==> src/rtl/rv32i_pkg.sv <==
// Shared rv32i encodings: ALUOp codes, internal ALU operation set, branch funct3 codes
// and the ALU-control decode used by the execute stage.
package rv32i_pkg;

   localparam logic [1:0] ALUOP_ADD    = 2'b00;
   localparam logic [1:0] ALUOP_BRANCH = 2'b01;
   localparam logic [1:0] ALUOP_RTYPE  = 2'b10;
   localparam logic [1:0] ALUOP_ITYPE  = 2'b11;

   typedef enum logic [3:0] {
      ALU_ADD,
      ALU_SUB,
      ALU_SLL,
      ALU_SLT,
      ALU_SLTU,
      ALU_XOR,
      ALU_SRL,
      ALU_SRA,
      ALU_OR,
      ALU_AND
   } alu_op_e;

   localparam logic [2:0] F3_BEQ  = 3'b000;
   localparam logic [2:0] F3_BNE  = 3'b001;
   localparam logic [2:0] F3_BLT  = 3'b100;
   localparam logic [2:0] F3_BGE  = 3'b101;
   localparam logic [2:0] F3_BLTU = 3'b110;
   localparam logic [2:0] F3_BGEU = 3'b111;

   // I-type ignores funct7 for funct3=000 since bit 30 belongs to the immediate there
   function automatic alu_op_e alu_decode(input logic [1:0] aluop,
                                          input logic [2:0] funct3,
                                          input logic       funct7_5);
      alu_op_e op;
      op = ALU_ADD;
      case (aluop)
         ALUOP_ADD:    op = ALU_ADD;
         ALUOP_BRANCH: op = ALU_SUB;
         default: begin
            case (funct3)
               3'b000:  op = (aluop == ALUOP_RTYPE && funct7_5) ? ALU_SUB : ALU_ADD;
               3'b001:  op = ALU_SLL;
               3'b010:  op = ALU_SLT;
               3'b011:  op = ALU_SLTU;
               3'b100:  op = ALU_XOR;
               3'b101:  op = funct7_5 ? ALU_SRA : ALU_SRL;
               3'b110:  op = ALU_OR;
               default: op = ALU_AND;
            endcase
         end
      endcase
      return op;
   endfunction

endpackage

==> src/rtl/ex_alu.sv <==
// Combinational rv32i ALU; arithmetic wraps modulo 2^XLEN, shifts use b[4:0].
module ex_alu
   import rv32i_pkg::*;
#(
   parameter int unsigned XLEN = 32
) (
   input  alu_op_e         op,
   input  logic [XLEN-1:0] a,
   input  logic [XLEN-1:0] b,
   output logic [XLEN-1:0] result,
   output logic            zero
);

   logic [4:0] shamt;

   assign shamt = b[4:0];

   always_comb begin
      result = '0;
      case (op)
         ALU_ADD:  result = a + b;
         ALU_SUB:  result = a - b;
         ALU_SLL:  result = a << shamt;
         ALU_SLT:  result = {{(XLEN-1){1'b0}}, ($signed(a) < $signed(b))};
         ALU_SLTU: result = {{(XLEN-1){1'b0}}, (a < b)};
         ALU_XOR:  result = a ^ b;
         ALU_SRL:  result = a >> shamt;
         ALU_SRA:  result = $unsigned($signed(a) >>> shamt);
         ALU_OR:   result = a | b;
         ALU_AND:  result = a & b;
         default:  result = '0;
      endcase
   end

   assign zero = (result == '0);

endmodule

==> src/rtl/ex_stage.sv <==
// rv32i execute stage: operand forwarding, ALU control, ALU, branch resolution
// and the EX/MEM pipeline register with stall/bubble handling.
module ex_stage
   import rv32i_pkg::*;
#(
   parameter int unsigned XLEN = 32
) (
   input  logic            clk,
   input  logic            reset_n,
   input  logic            combined_stall,
   input  logic [XLEN-1:0] ID_EX_PC,
   input  logic [XLEN-1:0] ID_EX_ReadData1,
   input  logic [XLEN-1:0] ID_EX_ReadData2,
   input  logic [XLEN-1:0] ID_EX_Immediate,
   input  logic [4:0]      ID_EX_Rs1,
   input  logic [4:0]      ID_EX_Rs2,
   input  logic [4:0]      ID_EX_Rd,
   input  logic [6:0]      ID_EX_Funct7,
   input  logic [2:0]      ID_EX_Funct3,
   input  logic            ID_EX_ALUSrc,
   input  logic [1:0]      ID_EX_ALUOp,
   input  logic            ID_EX_Branch,
   input  logic            ID_EX_MemRead,
   input  logic            ID_EX_MemWrite,
   input  logic            ID_EX_MemtoReg,
   input  logic            ID_EX_RegWrite,
   input  logic            ID_EX_enable_out,
   input  logic            MEM_WB_RegWrite,
   input  logic [4:0]      MEM_WB_Rd,
   input  logic [XLEN-1:0] MEM_WB_WriteData,
   output logic [XLEN-1:0] EX_MEM_ALUResult,
   output logic [XLEN-1:0] EX_MEM_WriteData,
   output logic [4:0]      EX_MEM_Rd,
   output logic [2:0]      EX_MEM_Funct3,
   output logic            EX_MEM_MemRead,
   output logic            EX_MEM_MemWrite,
   output logic            EX_MEM_MemtoReg,
   output logic            EX_MEM_RegWrite,
   output logic            EX_MEM_BranchTaken,
   output logic [XLEN-1:0] EX_MEM_BranchTarget,
   output logic            EX_MEM_enable_out,
   output logic            ex_branch_taken,
   output logic [XLEN-1:0] ex_branch_target
);

   logic            ex_fwd_ok;
   logic [XLEN-1:0] fwd_a;
   logic [XLEN-1:0] fwd_b;
   logic [XLEN-1:0] alu_b;
   logic [XLEN-1:0] alu_result;
   logic            alu_zero;
   alu_op_e         alu_op;
   logic            branch_cond;
   logic            unused_funct7;

   assign unused_funct7 = ^{ID_EX_Funct7[6], ID_EX_Funct7[4:0]};

   // A load in EX/MEM has no data yet; the hazard unit stalls for that case
   assign ex_fwd_ok = EX_MEM_enable_out & EX_MEM_RegWrite & ~EX_MEM_MemRead & (EX_MEM_Rd != '0);

   always_comb begin
      fwd_a = ID_EX_ReadData1;
      if (ex_fwd_ok && EX_MEM_Rd == ID_EX_Rs1)
         fwd_a = EX_MEM_ALUResult;
      else if (MEM_WB_RegWrite && MEM_WB_Rd != '0 && MEM_WB_Rd == ID_EX_Rs1)
         fwd_a = MEM_WB_WriteData;
   end

   always_comb begin
      fwd_b = ID_EX_ReadData2;
      if (ex_fwd_ok && EX_MEM_Rd == ID_EX_Rs2)
         fwd_b = EX_MEM_ALUResult;
      else if (MEM_WB_RegWrite && MEM_WB_Rd != '0 && MEM_WB_Rd == ID_EX_Rs2)
         fwd_b = MEM_WB_WriteData;
   end

   assign alu_b  = ID_EX_ALUSrc ? ID_EX_Immediate : fwd_b;
   assign alu_op = alu_decode(ID_EX_ALUOp, ID_EX_Funct3, ID_EX_Funct7[5]);

   ex_alu #(
      .XLEN(XLEN)
   ) u_alu (
      .op    (alu_op),
      .a     (fwd_a),
      .b     (alu_b),
      .result(alu_result),
      .zero  (alu_zero)
   );

   // Branches decode to SUB on register operands, so the ALU zero flag is the equality test
   always_comb begin
      branch_cond = 1'b0;
      case (ID_EX_Funct3)
         F3_BEQ:  branch_cond = alu_zero;
         F3_BNE:  branch_cond = ~alu_zero;
         F3_BLT:  branch_cond = $signed(fwd_a) <  $signed(fwd_b);
         F3_BGE:  branch_cond = $signed(fwd_a) >= $signed(fwd_b);
         F3_BLTU: branch_cond = fwd_a <  fwd_b;
         F3_BGEU: branch_cond = fwd_a >= fwd_b;
         default: branch_cond = 1'b0;
      endcase
   end

   assign ex_branch_target = ID_EX_PC + ID_EX_Immediate;
   assign ex_branch_taken  = ID_EX_enable_out & ID_EX_Branch & branch_cond & ~combined_stall;

   always_ff @(posedge clk or negedge reset_n) begin
      if (!reset_n) begin
         EX_MEM_ALUResult    <= '0;
         EX_MEM_WriteData    <= '0;
         EX_MEM_Rd           <= '0;
         EX_MEM_Funct3       <= '0;
         EX_MEM_MemRead      <= 1'b0;
         EX_MEM_MemWrite     <= 1'b0;
         EX_MEM_MemtoReg     <= 1'b0;
         EX_MEM_RegWrite     <= 1'b0;
         EX_MEM_BranchTaken  <= 1'b0;
         EX_MEM_BranchTarget <= '0;
         EX_MEM_enable_out   <= 1'b0;
      end else if (!combined_stall) begin
         if (ID_EX_enable_out) begin
            EX_MEM_ALUResult    <= alu_result;
            EX_MEM_WriteData    <= fwd_b;
            EX_MEM_Rd           <= ID_EX_Rd;
            EX_MEM_Funct3       <= ID_EX_Funct3;
            EX_MEM_MemRead      <= ID_EX_MemRead;
            EX_MEM_MemWrite     <= ID_EX_MemWrite;
            EX_MEM_MemtoReg     <= ID_EX_MemtoReg;
            EX_MEM_RegWrite     <= ID_EX_RegWrite;
            EX_MEM_BranchTaken  <= ID_EX_Branch & branch_cond;
            EX_MEM_BranchTarget <= ex_branch_target;
            EX_MEM_enable_out   <= 1'b1;
         end else begin
            EX_MEM_MemRead      <= 1'b0;
            EX_MEM_MemWrite     <= 1'b0;
            EX_MEM_RegWrite     <= 1'b0;
            EX_MEM_BranchTaken  <= 1'b0;
            EX_MEM_enable_out   <= 1'b0;
         end
      end
   end

endmodule

==> config.mk <==
export PLATFORM = sky130hd
export DESIGN_NAME = ex_stage
export DESIGN_NICKNAME = d
export VERILOG_FILES = /design/src/rtl/rv32i_pkg.sv /design/src/rtl/ex_alu.sv /design/src/rtl/ex_stage.sv
export SDC_FILE = /design/constraint.sdc
export NUM_CORES = 1
export LEC_CHECK = 0
export ABC_AREA = 1
export ABC_CLOCK_PERIOD_IN_PS = 5200
export CAP_MARGIN = 20
export CORE_MARGIN = 4
export CORE_UTILIZATION = 30
export DETAILED_ROUTE_END_ITERATION = 10
export SLEW_MARGIN = 20
export SYNTH_ARGS = -nofsm -noshare
export SYNTH_HDL_FRONTEND = slang
export SYNTH_SLANG_ARGS = --single-unit
==> constraint.sdc <==
create_clock -name clk -period 5.2 [get_ports clk]
set_input_delay 0.78 -clock clk [delete_from_list [all_inputs] [get_ports clk]]
set_output_delay 0.78 -clock clk [all_outputs]
set_load 0.02 [all_outputs]
==> metrics, run 1 <==
GRT overflow 0; unrepaired setup endpoints after global routing true; worst reg2reg startpoint EX_MEM_MemRead$_DFFE_PN0N_; Root Buffer clkbuf_16; Post-Route WL 111 mm; port bufs 339; Max Freq 164 MHz; CP startpoint kind flip-flop; DIE WIDTH 249 µm; mean routed wirelength per cell 22.9 µm; # hold bufs at CTS 0; PnR worst setup slack -0.899 ns; Area after DPL 27300 µm²; Synthesis Warnings 0; post-synth net total 3336; DR vias 25.5k; slowest stage delay, CP 0.40 ns; nets@finish 4431; Worst Clk Skew 0.0150 ns; clock buffer depth 2; Slew Limit Headroom 0.443; max-cap violations 0; Syn Inst Count 2969; Storage cell area 2750 µm²; Post-Layout Cell Count 4836; Worst-path clk slew 0.09 ns; peak supply drop 0.000208 V; Synth Area in Simple Gates 0.416; DP Wirelength 91.3 mm; dpl cells 4707; first-pass GRT wire length 160 mm; Worst Tran Pin Value 0.836 ns; top_reg_cell synth dfrtp_1; Slowest-stage cell, CP dfrtp_1; fill count 5731; main combinational cell family by area after synthesis simple AND/OR/NAND/NOR gates; fin util 0.530; Die Span Y 249 µm; Worst EP required 4.42 ns; Remaining DRCs 0; Setup Viol. Count Final 1; CTS HTree Levels 3; area of the multi-input gates 14800 µm²; Slew Viols, Final 0; starting density of the core 0.302; clk_lat worst skew 0.40 ns; vias per cell 5.27; Layout area overhead 75.5%; mux share of post-synthesis cell area 0; largest net degree at the start of global routing 77; pwr/cell area 224 nW/µm²; DR pass1 iterations 6; WP data arrival 5.32 ns; final instance area 30500 µm²; share of post-route cells with drive strength above 1 0.334; DIE AREA 61900 µm²; critical path class reg2out; Min Clock Period, post-route 6.10 ns; Hold Path Class in2async; CORE AREA 57600 µm²; vias in the first global route 24.4k; R2R depth 37; fin crit share 1.17; Final Wtd Congestion 1.03; Final Hold Vio Count 0; share of synthesized registers carrying an async set or reset 1.00; Top cell by count, worst path nand2_1; CP endpoint kind output pin; CTS sink count 110; clock buffer count from CTS 9; CTS tree yes; DRT iter0 DRCs 2990; post-route ant nets 0; reg-to-reg endpoint EX_MEM_ALUResult[23]$_DFFE_PN0P_; crit-path max FO 8; Post-synth EDFFs 0; synthesized cell area 17400 µm²; Post-Synth Adder-Cell Area 0.119; library cells used by synthesis 58; post-synthesis xor/xnor area fraction 0.0282; Top Ports 346; failing checks setup timing; sequential share of the synthesized area 0.158; post-synthesis compound-gate area fraction 0.177; synthesis-stage register bit count 110; synthesized area per cell 5.86 µm²; r2r setup slk 0.06 ns; Leak 15.3 nW; GRT Util Overall 0.339; status complete, but fails checks; initial antenna violation count 2; standard-cell row count 88
logic make-up after synthesis:
family / count (synthesis)
AND/OR/NAND/NOR: 1675
AO/OA/AOI/OAI: 551
buffers and inverters: 413
adder cells (fa/ha/maj): 164
flip-flops: 110
XOR/XNOR: 56
per-layer routing:
layer  global-route usage  part of all wire
met3               0.0659             0.091
met1                0.461              0.42
met2                0.535              0.44
met4                0.121             0.045
met5                    0           0.00012
power by group:
part           internal [mW]  switching, mW  leakage, nW
Sequential              1.01          0.132         1.37
Combinational           2.19           2.67         13.8
Clock                  0.439          0.411        0.169
Total                   3.64           3.22         15.3
worst max-delay path, delay by kind of cell, from the launching register on:
family	cells	cell delay, ns
AO/OA/AOI/OAI	3	0.51
adder cells (fa/ha/maj)	1	0.20
buffers and inverters	9	1.11
flip-flops	1	0.40
AND/OR/NAND/NOR	23	2.69
Yosys cell counts (all sizes together), types with 3 or more instances:
cell type / count / area (µm²)
nand2: 914 / 3500
nand3: 493 / 2540
inv: 264 / 991
o21ai: 233 / 1180
nor2: 194 / 751
a21oi: 193 / 966
ha: 161 / 2010
dfrtp: 110 / 2750
buf: 75 / 494
clkbuf: 69 / 260
xor2: 40 / 350
nor3: 24 / 125
o22ai: 18 / 113
nand4: 16 / 100
or2: 16 / 100
xnor2: 16 / 140
a31oi: 15 / 93.8
o211ai: 14 / 105
a21o: 13 / 97.6
nor4: 10 / 62.6
a211oi: 9 / 67.6
o21a: 9 / 67.6
o221ai: 9 / 78.8
a221oi: 8 / 70.1
o21bai: 7 / 52.6
a21boi: 6 / 45.1
clkinv: 5 / 21.3
o2111ai: 5 / 43.8
nand3b: 4 / 30.0
fa: 3 / 60.1
o31ai: 3 / 22.5
layout make-up:
type	instances	share of cell area
clock buffers	9	0.00737
inverters	269	0.0342
multi-input cells	2447	0.485
repair buffers	1227	0.348
clock inverters	7	0.00414
well taps	765	0.0313
diodes	2	0.000164
flip-flops and latches	110	0.0901
state kept, by name (all words and copies together) (netlist names):
register,cells
EX_MEM_WriteData,32
EX_MEM_BranchTaken,1
EX_MEM_enable_out,1
EX_MEM_BranchTarget,32
EX_MEM_MemtoReg,1
EX_MEM_ALUResult,32
EX_MEM_Rd,5
EX_MEM_RegWrite,1
EX_MEM_Funct3,3
EX_MEM_MemWrite,1
EX_MEM_MemRead,1
what timing repair did:
item                                   4_1_cts  5_1_grt
pin swaps                                  153      106
setup buffers                               77       28
resized for setup                          467      160
cloned                                       7        0
setup endpoints to repair                   31       16
endpoints found under the hold margin        0        0
placed cells by master (no fill, tap or decap), types with 51 or more instances in the layout:
| cell | synthesis | routed |
|---|---|---|
| nand2_1 | 892 | 829 |
| o21ai_0 | 216 | 135 |
| ha_1 | 161 | 131 |
| dfrtp_1 | 110 | 109 |
| a21oi_1 | 193 | 139 |
| nand3_1 | 482 | 447 |
| nor2_1 | 189 | 149 |
| buf_4 | 11 | 825 |
| clkdlybuf4s50_1 | 0 | 308 |
| nand2_2 | 20 | 70 |
| inv_2 | 11 | 51 |
| inv_1 | 253 | 207 |
worst max path at each step:
stage | start | to | slack, ns | cells past startpoint
2_1_floorplan | ID_EX_Rs2[0] | ex_branch_taken | 0.0004 | 35
3_5_place_dp | MEM_WB_Rd[0] | ex_branch_taken | -2.56 | 36
5_1_grt | MEM_WB_Rd[1] | ex_branch_taken | -1.14 | 41
6_report | EX_MEM_MemRead$_DFFE_PN0N_ | ex_branch_taken | -0.90 | 36
3_3_place_gp | MEM_WB_Rd[0] | ex_branch_taken | -2.53 | 36
4_1_cts | EX_MEM_Rd[0]$_DFFE_PN0P_ | ex_branch_taken | -0.84 | 39
per-stage QoR:
| step | hold WS, ns | setup slack, ns | total power [mW] | setup TNS, ns |
|---|---|---|---|---|
| 2_1_floorplan | 0.484 | 0.000389 | 2.97 | 0 |
| 6_report | 0.356 | -0.899 | 6.86 | -0.899 |
| 5_1_grt | 0.391 | -1.14 | 7.19 | -1.25 |
| 4_1_cts | 0.374 | -0.837 | 6.62 | -0.837 |
| 3_5_place_dp | 0.465 | -2.56 | 5.39 | -18.83 |
| 3_3_place_gp | 0.463 | -2.53 | 5.41 | -17.03 |
Power figures use the tool's default switching activity.
==> run 2: changes to the inputs <==
--- a/config.mk
+++ b/config.mk
@@ -9,8 +9,9 @@
 export ABC_CLOCK_PERIOD_IN_PS = 5200
 export CAP_MARGIN = 20
 export CORE_MARGIN = 4
-export CORE_UTILIZATION = 30
+export CORE_UTILIZATION = 49
 export DETAILED_ROUTE_END_ITERATION = 10
+export PLACE_DENSITY = 0.79
 export SLEW_MARGIN = 20
 export SYNTH_ARGS = -nofsm -noshare
 export SYNTH_HDL_FRONTEND = slang
==> metrics, run 2 <==
post-synth net total 3336; status did not finish; Top Ports 346; Syn Inst Count 2969; GRT overflow 131; GRT Util Overall 0.721; Synth area leader nand2_1; clock buffer count from CTS 9; DIE WIDTH 196 µm; starting density of the core 0.500; Die Span Y 196 µm; standard-cell row count 68; Post-synth EDFFs 0; pre-CTS setup slack -1.85 ns; library cells used by synthesis 58; Synthesis Warnings 0; synth cell count leaders 892 x nand2_1, 482 x nand3_1, 253 x inv_1, 216 x o21ai_0, 193 x a21oi_1; Root Buffer clkbuf_16; Run Error [ERROR GRT-0232] Routing congestion too high. Check the congestion heatmap in the GUI.; DP Wirelength 80.7 mm; clock buffer depth 2; sequential share of the synthesized area 0.158; Final Wtd Congestion 1.29; last step reached global routing (5_1_grt); share of synthesized registers carrying an async set or reset 1.00; top post-synthesis cells by area nand2_1 19%, dfrtp_1 16%, nand3_1 14%; top_reg_cell synth dfrtp_1; synthesis-stage register bit count 110; synthesized area per cell 5.86 µm²; CTS sink count 110; # hold bufs at CTS 0; CTS HTree Levels 3; top cell type's share of synthesized area 0.192; synthesized cell area 17400 µm²; largest net degree at the start of global routing 86; port bufs 339; most frequent cell after synthesis nand2_1
==> run 2: cell counts after synthesis <==
Identical to the previous run, type by type.
==> run 2: cells by family after synthesis <==
logic type      count (synthesis)  synth area share
flops                         110             0.158
buf+inv                       413             0.102
compound gates                551             0.177
xor+xnor                       56            0.0282
fa+ha+maj                     164             0.119
simple gates                 1675             0.416
==> run 2: timing repair <==
item / 4_1_cts
resized for setup: 393
buffers inserted: 99
cloned: 6
endpoints found under the hold margin: 0
setup endpoints to repair: 21
pin swaps: 130
==> run 2: layer usage <==
layer  track usage  GRT overflow
met5         0.191             0
met4         0.727            59
met3         0.594             3
met2         0.877            67
met1         0.715             2
==> run 2: through the flow <==
stage / std cells / area [µm²] / hold WS [ns]
CTS: 4366 / 27900 / 0.430
detailed placement: 4245 / 25600 / 0.464
global placement: 4245 / 25600 / 0.462
floorplan: 2969 / 17600 / 0.484
==> run 3: changes to the inputs <==
--- a/config.mk
+++ b/config.mk
@@ -6,12 +6,12 @@
 export NUM_CORES = 1
 export LEC_CHECK = 0
 export ABC_AREA = 1
-export ABC_CLOCK_PERIOD_IN_PS = 5200
+export ABC_CLOCK_PERIOD_IN_PS = 6750
 export CAP_MARGIN = 20
 export CORE_MARGIN = 4
-export CORE_UTILIZATION = 49
+export CORE_UTILIZATION = 40
 export DETAILED_ROUTE_END_ITERATION = 10
-export PLACE_DENSITY = 0.79
+export PLACE_DENSITY_LB_ADDON = 0.15
 export SLEW_MARGIN = 20
 export SYNTH_ARGS = -nofsm -noshare
 export SYNTH_HDL_FRONTEND = slang
==> constraint.sdc (replaced) <==
create_clock -name clk -period 6.75 [get_ports clk]
set_input_delay 1.0125 -clock clk [delete_from_list [all_inputs] [get_ports clk]]
set_output_delay 1.0125 -clock clk [all_outputs]
set_load 0.02 [all_outputs]
==> metrics, run 3 (synthesis results as in run 1) <==
first-pass GRT wire length 157 mm; mean routed wirelength per cell 25.0 µm; PnR worst setup slack 0.0571 ns; Post-Layout Cell Count 4426; Final Wtd Congestion 1.12; GRT Util Overall 0.441; Area after DPL 25500 µm²; dpl cells 4338; Top Ports 346; port bufs 339; standard-cell row count 76; Hold Path Class reg2reg; DIE WIDTH 217 µm; fill count 3817; Slowest-stage cell, CP ha_4; switching share of total power 0.487; initial antenna violation count 3; Setup Viol. Count Final 0; DRT iter0 DRCs 3673; Internal Power 2.58 mW; pwr/cell area 179 nW/µm²; Post-Route WL 111 mm; CORE AREA 43100 µm²; Slew Limit Headroom 0.321; pre-CTS setup slack -1.60 ns; largest net degree at the start of global routing 93; crit-path max FO 11; CP endpoint kind output pin; Leak 14.0 nW; post-route ant nets 0; net switching power 2.45 mW; Worst-path clk slew 0.08 ns; Slew Viols, Final 0; Root Buffer clkbuf_16; DR pass1 iterations 9; Min Clock Period, post-route 6.69 ns; vias per cell 5.95; WP data arrival 5.68 ns; Final Hold Vio Count 0; unrepaired setup endpoints after global routing true; clk_lat worst skew 0.38 ns; peak supply drop 0.000179 V; clock buffer depth 2; CTS sink count 110; Top cell by count, worst path nand2_1; setup TNS 0 ns; Worst Tran Pin Value 1.02 ns; Max Freq 149 MHz; clock power share 0.121; commonest non-fill, non-tap cells in the layout 841 x nand2_1, 608 x buf_4, 451 x nand3_1; CTS HTree Levels 3; CP startpoint kind input port; Worst EP required 5.74 ns; DP Wirelength 89.0 mm; Remaining DRCs 0; critical path class in2out; fin crit share 0.992; GRT overflow 0; share of post-route cells with drive strength above 1 0.284; Die Span Y 217 µm; Largest regs EX_MEM_ALUResult: 32 flops, EX_MEM_BranchTarget: 32 flops, EX_MEM_WriteData: 32 flops; nets@finish 4199; vias in the first global route 25.1k; commonest non-fill, non-tap cell in the layout nand2_1; final instance area 28100 µm²; max-cap violations 0; Layout area overhead 61.6%; # hold bufs at CTS 0; starting density of the core 0.404; clock buffer count from CTS 9; CTS tree yes; Flop pwr share 0.182; status finished clean; Comb pwr share 0.696; slowest stage delay, CP 0.32 ns; DR vias 26.3k; Worst Clk Skew 0.00992 ns; DIE AREA 46900 µm²
run 3: critical path: cells and delay by family:
| family | cells | cell delay, ns |
|---|---|---|
| buf+inv | 13 | 1.57 |
| compound gates | 5 | 0.68 |
| simple gates | 21 | 2.07 |
| fa+ha+maj | 1 | 0.32 |
run 3: per-layer routing:
metal | global-route usage | vias to the layer above | wire, µm
li1 | - | 11700 | -
met1 | 0.551 | 12300 | 40500
met2 | 0.676 | 1904 | 47100
met3 | 0.0906 | 462 | 12900
met4 | 0.317 | 0 | 10200
met5 | 0 | - | 0
run 3: final cells by class:
type	instances	area [µm²]	share of cell area
multi-input combinational	2447	14600	0.520
timing repair buffer	995	8660	0.308
sequential	110	2750	0.0979
inverter	269	1040	0.0369
tap	585	732	0.0260
clock buffer	11	253	0.00899
clock inverter	5	65.1	0.00231
antenna	4	10.0	0.000356
run 3: repair_timing:
item,4_1_cts,5_1_grt
cloned,2,1
pin swaps,62,144
resized for setup,300,277
setup endpoints to repair,1,2
setup buffers,32,36
run 3: power groups by stage:
| stage | Sequential, mW | Clock, mW | Combinational (mW) |
|---|---|---|---|
| global route | 0.921 | 0.629 | 3.67 |
| global placement | 0.900 | 0 | 3.01 |
| finish | 0.919 | 0.609 | 3.51 |
| detailed placement | 0.904 | 0 | 3.03 |
| CTS | 0.900 | 0.609 | 3.23 |
| floorplan | 1.02 | 0 | 1.24 |
run 3: path summary, 6_finish.rpt:
path                                                startpoint                             endpoint  slack (ns)  cells after the start
max                                               MEM_WB_Rd[4]                      ex_branch_taken        0.06                     40
min                        EX_MEM_BranchTarget[13]$_DFFE_PN0P_  EX_MEM_BranchTarget[13]$_DFFE_PN0P_        0.49                      2
max reg2reg                        EX_MEM_RegWrite$_DFFE_PN0N_       EX_MEM_BranchTaken$_DFFE_PN0N_        1.71                     36
min reg2reg                EX_MEM_BranchTarget[13]$_DFFE_PN0P_  EX_MEM_BranchTarget[13]$_DFFE_PN0P_        0.49                      2
max in group asynchronous                              reset_n      EX_MEM_ALUResult[1]$_DFFE_PN0P_        4.71                      2
min in group asynchronous                              reset_n  EX_MEM_BranchTarget[30]$_DFFE_PN0P_        0.63                      1
run 3: through the flow:
stage	total power, mW	utilization	hold slack [ns]
final	5.03	0.653	0.491
after global routing	5.22	0.653	0.511
after CTS	4.74	0.627	0.490
after detailed placement	3.94	0.591	0.465
after global placement	3.91	0.591	0.464
after floorplan	2.26	-	0.582
